### src/rtl/mac_pkg.sv
// Shared definitions for the MAC layer sequencer: datapath widths, the
// sequencer state encoding and the optional ReLU capture helper.
package mac_pkg;

  localparam int DATA_W = 8;   // input / weight / bias element width
  localparam int ACC_W  = 16;  // accumulator and result width

  typedef enum logic [2:0] {
    ST_IDLE   = 3'd0,
    ST_CLEAR  = 3'd1,
    ST_ISSUE  = 3'd2,
    ST_DRAIN  = 3'd3,
    ST_SETTLE = 3'd4,
    ST_OUTPUT = 3'd5,
    ST_DONE   = 3'd6
  } state_e;

  // Negative results collapse to zero, positive ones pass through.
  function automatic logic [ACC_W-1:0] relu_f(input logic [ACC_W-1:0] v);
    logic [ACC_W-1:0] r;
    if (v[ACC_W-1]) begin
      r = {ACC_W{1'b0}};
    end else begin
      r = v;
    end
    return r;
  endfunction

endpackage

### src/rtl/mac_seq_addr_gen.sv
// Address generation for the MAC layer sequencer: k counter for the input
// RAM, row-major weight address (weight base + k), neuron counter that also
// drives the bias RAM, and the last-input / last-neuron flags used by the FSM.
module mac_seq_addr_gen #(
  parameter  int MAX_LEN  = 16,
  parameter  int MAX_NEUR = 16,
  parameter  int WADDR_W  = 8,
  localparam int LEN_W    = $clog2(MAX_LEN + 1),
  localparam int NEUR_W   = $clog2(MAX_NEUR + 1),
  localparam int DADDR_W  = $clog2(MAX_LEN),
  localparam int BADDR_W  = $clog2(MAX_NEUR)
) (
  input  logic               clock,
  input  logic               reset,
  input  logic               load,        // layer accepted: restart from neuron 0
  input  logic               clear,       // per-neuron restart of k
  input  logic               step,        // one (input, weight) pair issued
  input  logic               advance,     // neuron result accepted downstream
  input  logic [LEN_W-1:0]   len,         // latched K
  input  logic [NEUR_W-1:0]  neur,        // latched N
  output logic [DADDR_W-1:0] data_addr,
  output logic [WADDR_W-1:0] weight_addr,
  output logic [BADDR_W-1:0] bias_addr,
  output logic               last_k,
  output logic               last_neur
);

  logic [LEN_W-1:0]   k_r;
  logic [WADDR_W-1:0] waddr_r;
  logic [WADDR_W-1:0] wbase_r;
  logic [NEUR_W-1:0]  neuron_r;

  // Counter state: k / weight address walk a row, base and neuron step per accept.
  always_ff @(posedge clock) begin
    if (reset) begin
      k_r      <= {LEN_W{1'b0}};
      waddr_r  <= {WADDR_W{1'b0}};
      wbase_r  <= {WADDR_W{1'b0}};
      neuron_r <= {NEUR_W{1'b0}};
    end else if (load) begin
      k_r      <= {LEN_W{1'b0}};
      waddr_r  <= {WADDR_W{1'b0}};
      wbase_r  <= {WADDR_W{1'b0}};
      neuron_r <= {NEUR_W{1'b0}};
    end else begin
      if (clear) begin
        k_r     <= {LEN_W{1'b0}};
        waddr_r <= wbase_r;
      end else if (step) begin
        k_r     <= k_r + LEN_W'(1);
        waddr_r <= waddr_r + WADDR_W'(1);
      end
      if (advance) begin
        neuron_r <= neuron_r + NEUR_W'(1);
        wbase_r  <= wbase_r + WADDR_W'(len);
      end
    end
  end

  // Flags and address views of the counters; k reaching K only occurs after
  // the last issue, so truncating it onto the RAM address is harmless.
  always_comb begin
    last_k      = (k_r == (len - LEN_W'(1)));
    last_neur   = (neuron_r == (neur - NEUR_W'(1)));
    data_addr   = k_r[DADDR_W-1:0];
    weight_addr = waddr_r;
    bias_addr   = neuron_r[BADDR_W-1:0];
  end

endmodule

### src/rtl/mac_layer_sequencer.sv
// Sequences one external MAC datapath through a fully-connected layer.
// For each neuron: clear accumulator, stream K (input, weight) pairs from
// sync-read RAMs, let the bias settle, capture the result and hand it off
// over valid/ready. Optional build macro MAC_SEQ_RELU_EN applies ReLU to the
// captured result; without it the signed result passes unmodified.
module mac_layer_sequencer
  import mac_pkg::*;
#(
  parameter  int MAX_LEN  = 16,
  parameter  int MAX_NEUR = 16,
  parameter  int WADDR_W  = 8,
  localparam int LEN_W    = $clog2(MAX_LEN + 1),
  localparam int NEUR_W   = $clog2(MAX_NEUR + 1),
  localparam int DADDR_W  = $clog2(MAX_LEN),
  localparam int BADDR_W  = $clog2(MAX_NEUR)
) (
  input  logic               clock,
  input  logic               reset,
  input  logic               start,
  input  logic [LEN_W-1:0]   len_in,
  input  logic [NEUR_W-1:0]  neur_in,
  output logic [DADDR_W-1:0] data_addr,
  output logic [WADDR_W-1:0] weight_addr,
  output logic [BADDR_W-1:0] bias_addr,
  output logic               mac_enable,
  output logic               mac_clear,
  input  logic [ACC_W-1:0]   mac_result,
  output logic [ACC_W-1:0]   out_data,
  output logic [BADDR_W-1:0] out_index,
  output logic               out_valid,
  input  logic               out_ready,
  output logic               busy,
  output logic               done
);

  state_e              state_r;
  state_e              state_nxt_s;
  logic [LEN_W-1:0]    len_r;
  logic [NEUR_W-1:0]   neur_r;
  logic [LEN_W-1:0]    len_clamp_s;
  logic [NEUR_W-1:0]   neur_clamp_s;
  logic                load_s;
  logic                clear_s;
  logic                step_s;
  logic                advance_s;
  logic                last_k_s;
  logic                last_neur_s;
  logic [ACC_W-1:0]    capture_s;
  logic [ACC_W-1:0]    out_data_r;
  logic [BADDR_W-1:0]  out_index_r;
  logic                out_valid_r;
  logic                mac_enable_r;
  logic                mac_clear_r;
  logic                busy_r;
  logic                done_r;

  mac_seq_addr_gen #(
    .MAX_LEN  (MAX_LEN),
    .MAX_NEUR (MAX_NEUR),
    .WADDR_W  (WADDR_W)
  ) u_addr_gen (
    .clock       (clock),
    .reset       (reset),
    .load        (load_s),
    .clear       (clear_s),
    .step        (step_s),
    .advance     (advance_s),
    .len         (len_r),
    .neur        (neur_r),
    .data_addr   (data_addr),
    .weight_addr (weight_addr),
    .bias_addr   (bias_addr),
    .last_k      (last_k_s),
    .last_neur   (last_neur_s)
  );

  // Oversized layer dimensions are clamped to the supported maximum.
  always_comb begin
    if (len_in > LEN_W'(MAX_LEN)) begin
      len_clamp_s = LEN_W'(MAX_LEN);
    end else begin
      len_clamp_s = len_in;
    end
    if (neur_in > NEUR_W'(MAX_NEUR)) begin
      neur_clamp_s = NEUR_W'(MAX_NEUR);
    end else begin
      neur_clamp_s = neur_in;
    end
  end

  // Result shaping at capture time; adds no latency.
  always_comb begin
`ifdef MAC_SEQ_RELU_EN
    capture_s = relu_f(mac_result);
`else
    capture_s = mac_result;
`endif
  end

  // Next-state decode and one-cycle strobes to the address generator.
  always_comb begin
    state_nxt_s = state_r;
    load_s      = 1'b0;
    clear_s     = 1'b0;
    step_s      = 1'b0;
    advance_s   = 1'b0;
    case (state_r)
      ST_IDLE: begin
        if (start) begin
          load_s = 1'b1;
          if (neur_clamp_s == {NEUR_W{1'b0}}) begin
            state_nxt_s = ST_DONE;
          end else begin
            state_nxt_s = ST_CLEAR;
          end
        end else begin
          state_nxt_s = ST_IDLE;
        end
      end
      ST_CLEAR: begin
        clear_s = 1'b1;
        // A zero-length row has nothing to issue: the result is the bias alone.
        if (len_r == {LEN_W{1'b0}}) begin
          state_nxt_s = ST_SETTLE;
        end else begin
          state_nxt_s = ST_ISSUE;
        end
      end
      ST_ISSUE: begin
        step_s = 1'b1;
        if (last_k_s) begin
          state_nxt_s = ST_DRAIN;
        end else begin
          state_nxt_s = ST_ISSUE;
        end
      end
      ST_DRAIN: begin
        state_nxt_s = ST_SETTLE;
      end
      ST_SETTLE: begin
        state_nxt_s = ST_OUTPUT;
      end
      ST_OUTPUT: begin
        if (out_ready) begin
          advance_s = 1'b1;
          if (last_neur_s) begin
            state_nxt_s = ST_DONE;
          end else begin
            state_nxt_s = ST_CLEAR;
          end
        end else begin
          state_nxt_s = ST_OUTPUT;
        end
      end
      ST_DONE: begin
        state_nxt_s = ST_IDLE;
      end
      default: begin
        state_nxt_s = ST_IDLE;
      end
    endcase
  end

  // State register plus the layer dimensions latched when a start is accepted.
  always_ff @(posedge clock) begin
    if (reset) begin
      state_r <= ST_IDLE;
      len_r   <= {LEN_W{1'b0}};
      neur_r  <= {NEUR_W{1'b0}};
    end else begin
      state_r <= state_nxt_s;
      if (load_s) begin
        len_r  <= len_clamp_s;
        neur_r <= neur_clamp_s;
      end
    end
  end

  // Registered control outputs; mac_enable trails each issue by the RAM latency.
  always_ff @(posedge clock) begin
    if (reset) begin
      mac_enable_r <= 1'b0;
      mac_clear_r  <= 1'b0;
      out_valid_r  <= 1'b0;
      busy_r       <= 1'b0;
      done_r       <= 1'b0;
    end else begin
      mac_enable_r <= (state_r == ST_ISSUE);
      mac_clear_r  <= (state_nxt_s == ST_CLEAR);
      out_valid_r  <= (state_nxt_s == ST_OUTPUT);
      busy_r       <= (state_nxt_s != ST_IDLE);
      done_r       <= (state_nxt_s == ST_DONE);
    end
  end

  // Result capture at the end of SETTLE; held stable for the whole handshake.
  always_ff @(posedge clock) begin
    if (reset) begin
      out_data_r  <= {ACC_W{1'b0}};
      out_index_r <= {BADDR_W{1'b0}};
    end else if (state_r == ST_SETTLE) begin
      out_data_r  <= capture_s;
      out_index_r <= bias_addr;
    end
  end

  assign out_data   = out_data_r;
  assign out_index  = out_index_r;
  assign out_valid  = out_valid_r;
  assign mac_enable = mac_enable_r;
  assign mac_clear  = mac_clear_r;
  assign busy       = busy_r;
  assign done       = done_r;

endmodule
### config.mk
export PLATFORM = sky130hd
export DESIGN_NAME = mac_layer_sequencer
export DESIGN_NICKNAME = d
export VERILOG_FILES = /design/src/rtl/mac_pkg.sv /design/src/rtl/mac_seq_addr_gen.sv /design/src/rtl/mac_layer_sequencer.sv
export SDC_FILE = /design/constraint.sdc
export NUM_CORES = 1
export LEC_CHECK = 0
export BUFFER_PORTS_ARGS = -buffer_cell sky130_fd_sc_hd__buf_2
export CORE_ASPECT_RATIO = 1.5
export CORE_MARGIN = 8
export CORE_UTILIZATION = 39
export CTS_CLUSTER_DIAMETER = 120
export DETAILED_ROUTE_END_ITERATION = 16
export PLACE_DENSITY = 0.61
export REMOVE_ABC_BUFFERS = 1
export SLEW_MARGIN = 10
export SYNTH_ARGS = -nofsm -noshare
export SYNTH_HDL_FRONTEND = slang
export SYNTH_SLANG_ARGS = --single-unit
### constraint.sdc
create_clock -name clock -period 4.9 [get_ports clock]
set_input_delay 0 -clock clock [delete_from_list [all_inputs] [get_ports clock]]
set_output_delay 0 -clock clock [all_outputs]
set_load 0.02 [all_outputs]
* Word level (Yosys, flattened, before mapping) *
Cells that the tools add are included.

word-level totals
  bits in registers = 64
  input bits = 30
  output and inout port bits = 41
  logic and storage cells = 56

cells by class
  $add $sub $neg = 6
  $lt $le $gt $ge = 2
  equal/unequal tests = 10
  mux-type cells = 17
  reductions and logical operators = 7

operator list
  cell                                                                    number
  3-bit one-hot mux with 6 select lines                                   1
  8-bit 2-to-1 mux                                                        2
  3-bit 2-to-1 mux                                                        5
  3-bit equality test (second input constant)                             4
  5-bit by 1-bit adder with 5-bit output (second input constant)          2
  5-bit equality test                                                     2
  5-bit > comparator (second input constant)                              2
  5-bit logical NOT                                                       2
  5-bit 2-to-1 mux                                                        2
  5-bit by 1-bit subtractor with 5-bit output (second input constant)     2
  8-bit by 1-bit adder with 8-bit output (second input constant)          1
  8-bit by 5-bit adder with 8-bit output                                  1
  1-bit 2-to-1 mux                                                        7
  3-bit by 1-bit equality test with 1-bit output (second input constant)  2
  3-bit by 2-bit equality test with 1-bit output (second input constant)  2
  3-bit logical NOT                                                       1
  3-bit nonzero test                                                      1
  3-bit OR reduction                                                      1
  2-bit nonzero test                                                      1
  2-bit OR reduction                                                      1

* Longest topological paths before layout *
  word-level depth = 7
  depth in mapped cells = 9
  gate-level depth less buffers = 9

* Cells and area by module *
From an unflattened synthesis, not the netlist that was laid out.

unflattened totals
  cells, all modules = 358
  area, all modules = 3,049.2 µm²

by module, submodules not included
  module               instances  cells each  area each (µm²)  sequential area each (µm²)
  mac_seq_addr_gen     1          189         1,621.6          520.5
  mac_layer_sequencer  1          169         1,427.6          760.7

* Worst setup path after synthesis *
Ideal clock, no wire load.

  kind = reg2reg
  start point = register neur_r[0]
  end point = register done_r (netlist: done)
  library setup time = 0.132 ns
  arrival time = 1.645 ns
  data required time = 4.768 ns
  setup slack = 3.122 ns
  stages on the path, launching flop included = 9
  cells stage by stage = dfxtp_1 inv_1 ha_1 xor2_1 nor2_1 a211o_1 and3_1 a311oi_1 nor4_1

between the ends
  longest elaborated chain between the ends = 6

ends and longest elaborated chain
  item                                         RTL line                    text
  start: declaration                           mac_layer_sequencer.sv:39   logic [NEUR_W-1:0] neur_r;
  start signal: assignment                     mac_layer_sequencer.sv:169  neur_r <= {NEUR_W{1'b0}};
  start signal: assignment                     mac_layer_sequencer.sv:174  neur_r <= neur_clamp_s;
  5-bit by 1-bit subtractor with 5-bit output  mac_seq_addr_gen.sv:64      last_neur = (neuron_r == (neur - NEUR_W'(1)));
  5-bit equality test                          mac_seq_addr_gen.sv:64
  3-bit 2-to-1 mux                             mac_layer_sequencer.sv:146  if (last_neur_s) begin
  3-bit 2-to-1 mux                             mac_layer_sequencer.sv:144  if (out_ready) begin
  3-bit one-hot mux with 6 select lines        mac_layer_sequencer.sv:107  case (state_r)
  3-bit equality test                          mac_layer_sequencer.sv:192  done_r <= (state_nxt_s == ST_DONE);
  end signal: assignment                       mac_layer_sequencer.sv:192
  end: declaration                             mac_layer_sequencer.sv:55   logic done_r;

Every way passes these cells.
A chain may end at the register's enable or synchronous reset.

* Final worst setup path *
  start point = register len_r[1]
  end point = register done_r (netlist: done)

between the ends
  longest elaborated chain between the ends = 5
  elaborated cells between the ends (all ways) = 7

ends and longest elaborated chain
  item                                         RTL line                    text
  start: declaration                           mac_layer_sequencer.sv:38   logic [LEN_W-1:0] len_r;
  start signal: assignment                     mac_layer_sequencer.sv:168  len_r <= {LEN_W{1'b0}};
  start signal: assignment                     mac_layer_sequencer.sv:173  len_r <= len_clamp_s;
  5-bit by 1-bit subtractor with 5-bit output  mac_seq_addr_gen.sv:63      last_k = (k_r == (len - LEN_W'(1)));
  5-bit equality test                          mac_seq_addr_gen.sv:63
  1-bit 2-to-1 mux                             mac_layer_sequencer.sv:131  if (last_k_s) begin
  3-bit one-hot mux with 6 select lines (*)    mac_layer_sequencer.sv:107
  3-bit equality test (*)                      mac_layer_sequencer.sv:192

Every way passes the cells marked *; elsewhere a longest branch is shown, timed or not.

==> qor.csv <==
stage;metric;value;unit
status;status;finished, final reports clean;
detailed_routing;DR vias;2729;
layout;n_diodes;0;
sta;post-route setup TNS;0;ns
global_route;vias in the first global route;2766;
clock_tree;CTS Sinks;64;
setup_path;Setup crit start;len_r[1]$_SDFFE_PP0P_;
detailed_routing;wire per inst;14.2;um
global_route;global-route wire length before repair;12900;um
synth;synth warn;0;
synth;largest family of logic cells by synthesized area;simple AND/OR/NAND/NOR gates;
placed_design;gpl congestion;0.842;
min_path;Worst Hold Class;in -> reg;
synth;Area contributors post-synth;dfxtp_1 (42%), nand2_1 (9.2%), a21oi_1 (7.4%);
floorplanning;Die Span Y;124;um
clock_tree;Num CTS Buffers;9;
sta;final setup margin;2.68;ns
synth;Main synth FF type;dfxtp_1;
min_path;hold path startpoint;reset;
layout;P&R area growth vs syn;29.8;%
setup_path;Top delay family on crit path;simple AND/OR/NAND/NOR gates;
power_and_ir_drop;combinational power share;0.171;
floorplanning;die width;88.2;um
synth;Yosys top cell by area;dfxtp_1;
synth;post-synthesis cell type count;48;
clock_tree;H-tree depth;3;
floorplanning;row count;39;
detailed_routing;Vias/cell;4.90;
synth;Post-synth ARST share;0;
layout;Final Net Count;491;
sta;period utilization;0.454;
power_and_ir_drop;Leakage Power;1.62;nW
power_and_ir_drop;Int Power;0.00104;W
sta;Fmax;449;MHz
synth;Synth Area in Simple Gates;0.244;
power_and_ir_drop;clock share of power;0.433;
floorplanning;initial core utilization;0.400;
placed_design;Port Buffers;70;
synth;Synth Area in Adders;0.0476;
setup_path;max incr delay on CP;0.36;ns
power_and_ir_drop;VDD IR-drop max;229;uV
synth;number of synthesized flops with an enable pin;0;
power_and_ir_drop;Reg power frac;0.396;
floorplanning;core area;7610;um2
sta;slew margin rel.;0.287;
synth;Post-Synthesis Cells;368;
setup_path;CP Class;reg -> reg;
setup_path;endpoint class of the critical path;flip-flop;
sta;count of final hold-check violations;0;
detailed_routing;DRT iter0 DRCs;100;
clock_tree;register clock-pin slew on the reported worst setup and hold paths;0.06;ns
detailed_routing;DR pass1 iterations;4;
synth;Seq/Total Area, Yosys;0.421;
synth;#FFs+latches synth;64;
setup_path;Worst R2R Start;len_r[1]$_SDFFE_PP0P_;
detailed_routing;drt drc;0;
synth;xor/xnor cell area share of the yosys netlist;0.0747;
clock_tree;CTS Buffer Depth;2;
power_and_ir_drop;Switching Fraction;0.285;
setup_path;data required time at the worst endpoint;5.12;ns
synth;Synth Area per Inst;8.28;um2
floorplanning;# IOs;71;
sta;Worst-Margin Slew;1.07;ns
sta;final slew viol count;0;
synth;share of the synthesized area in the top cell type;0.421;
global_route;initial antenna violation count;0;
sta;RSZ-0062 raised after global routing;false;
power_and_ir_drop;power density over cell area;367;nW/um2
clock_tree;CTS root buf;clkbuf_16;
layout;share of cells above drive strength 1;0.207;
synth;Post-Syn Area;3050;um2
setup_path;Worst path slowest cell;nor4_1;
setup_path;Worst EP arrival;2.44;ns
global_route;GRT overflow;0;
sta;minimum clock period;2.22;ns
setup_path;Worst R2R Setup Slack;2.68;ns
synth;mux share of post-synthesis cell area;0.00329;
floorplanning;die area;11000;um2
setup_path;crit-path cells;inv_1 -> ha_1 -> nor3b_1 -> nor2b_1 -> o21ai_0 -> o22ai_1 -> a311oi_1 -> nor4_1;
detailed_routing;Post-DRT Antenna Nets;0;
placed_design;pre-CTS setup slack;2.69;ns
global_route;largest net degree at the start of global routing;36;
job;max_cap viols;0;
global_route;Tot GR Track Use;0.147;
detailed_routing;final WL;7920;um
synth;Synth Area in Compound Gates;0.154;
setup_path;CP max FO;4;
sta;final setup violation count;0;
clock_tree;later-pin clock latency in the skew report;0.33;ns
sta;clk_skew;0.00573;ns
power_and_ir_drop;Sw Pwr;0.000413;W
placed_design;hpwl dp;5480;um
clock_tree;CTS tree;done;
setup_path;WP buf/inv;1;
setup_path;Worst setup SP type;flip-flop;
-- power by group through the flow --
stage / clock, W / combinational, W / sequential (W)
after global routing: 0.000664 / 0.000273 / 0.000578
final: 0.000628 / 0.000247 / 0.000574
after global placement: 0 / 0.000231 / 0.000584
after detailed placement: 0 / 0.000233 / 0.000586
after floorplan: 0 / 0.000134 / 0.000602
after CTS: 0.000641 / 0.000251 / 0.000574
-- worst paths after layout --
kind | to | cells past startpoint
max | done$_SDFF_PP0_ | 8
min | state_r[2]$_SDFF_PP0_ | 2
max reg2reg | done$_SDFF_PP0_ | 8
min reg2reg | out_data[13]$_SDFFE_PP0N_ | 2
-- area by class of cell --
type                            count  area [um2]
Timing Repair Buffer               97         618
Inverter                            7        26.3
Sequential cell                    64        1280
Fill cell                         763        3660
Clock inverter                      7        72.6
Tap cell                          102         128
Clock buffer                        9         225
Multi-Input combinational cell    271        1600
-- per-layer routing --
layer | routed length, um | global-route usage
met5 | 0 | 0
met2 | 3970 | 0.265
met4 | 206 | 0.0791
met3 | 433 | 0.0350
met1 | 3300 | 0.148
-- state kept, by name, indices dropped and copies added (netlist names) --
signal / flops
out_valid: 1
neur_r: 5
mac_enable: 1
out_data: 16
done: 1
busy: 1
u_addr_gen.neuron_r: 5
mac_clear: 1
u_addr_gen.wbase_r: 8
len_r: 5
state_r: 3
u_addr_gen.k_r: 5
out_index: 4
u_addr_gen.weight_addr: 8
-- cells in the mapped netlist, types with 2 or more instances --
cell type  number
nor3_1          6
xor2_1         11
a211oi_1        3
a311oi_1        2
inv_1           7
nor2_1         30
nand4_1         4
and3_1          4
buf_2           5
xnor2_1        15
nand2b_1        2
buf_4           8
a31oi_1         4
nand2_1        75
nand3b_1        9
a21oi_1        45
and2_1          5
nand3_1         4
clkbuf_1       12
ha_1           10
o21ai_0         8
a221oi_1        2
a21o_1          3
nor3b_1         3
or3_1           2
a22oi_1         2
nor2b_1         3
dfxtp_1        64
-- cells by family after synthesis --
kind of cell	after synthesis
adders and majority gates	11
and+or+nand+nor	155
AOI/OAI and AO/OA	78
buffers and inverters	33
DFF	64
muxes	1
xor gates and xnor gates	26
-- placed cells by master (no fill, tap or decap), drive strengths merged, types with 2 or more instances in the layout --
cell type,count
nor3b,4
a22oi,3
nand3b,9
a21o,3
a211oi,3
o21ai,8
nand3,4
nand4,4
a311oi,2
a221oi,2
clkbuf,9
nand2,75
nor2b,3
inv,7
or3,2
xor2,11
clkinv,4
clkinvlp,2
and2,5
xnor2,15
nor2,30
ha,10
dlygate4sd3,26
buf,71
and3,4
nor3,7
a21oi,46
nand2b,2
nor4,2
a31oi,4
dfxtp,64
-- stage by stage --
| stage | hold WS, ns | power (W) | utilization | cells | instance area, um2 |
|---|---|---|---|---|---|
| 3_5_place_dp | 0.248 | 0.000819 | 0.446 | 515 | 3400 |
| 5_1_grt | 0.234 | 0.00152 | 0.520 | 557 | 3960 |
| 4_1_cts | 0.202 | 0.00147 | 0.520 | 557 | 3960 |
| 2_1_floorplan | 0.0691 | 0.000736 | - | 342 | 2910 |
| 6_report | 0.197 | 0.00145 | 0.520 | 557 | 3960 |
| 3_3_place_gp | 0.240 | 0.000815 | 0.446 | 515 | 3400 |
-- timing repair --
item,CTS,global route
endpoints found under the hold margin,26,0
buffers inserted,0,0
hold buffers,26,0
gates resized for setup,0,0
Power figures use the tool's default switching activity.
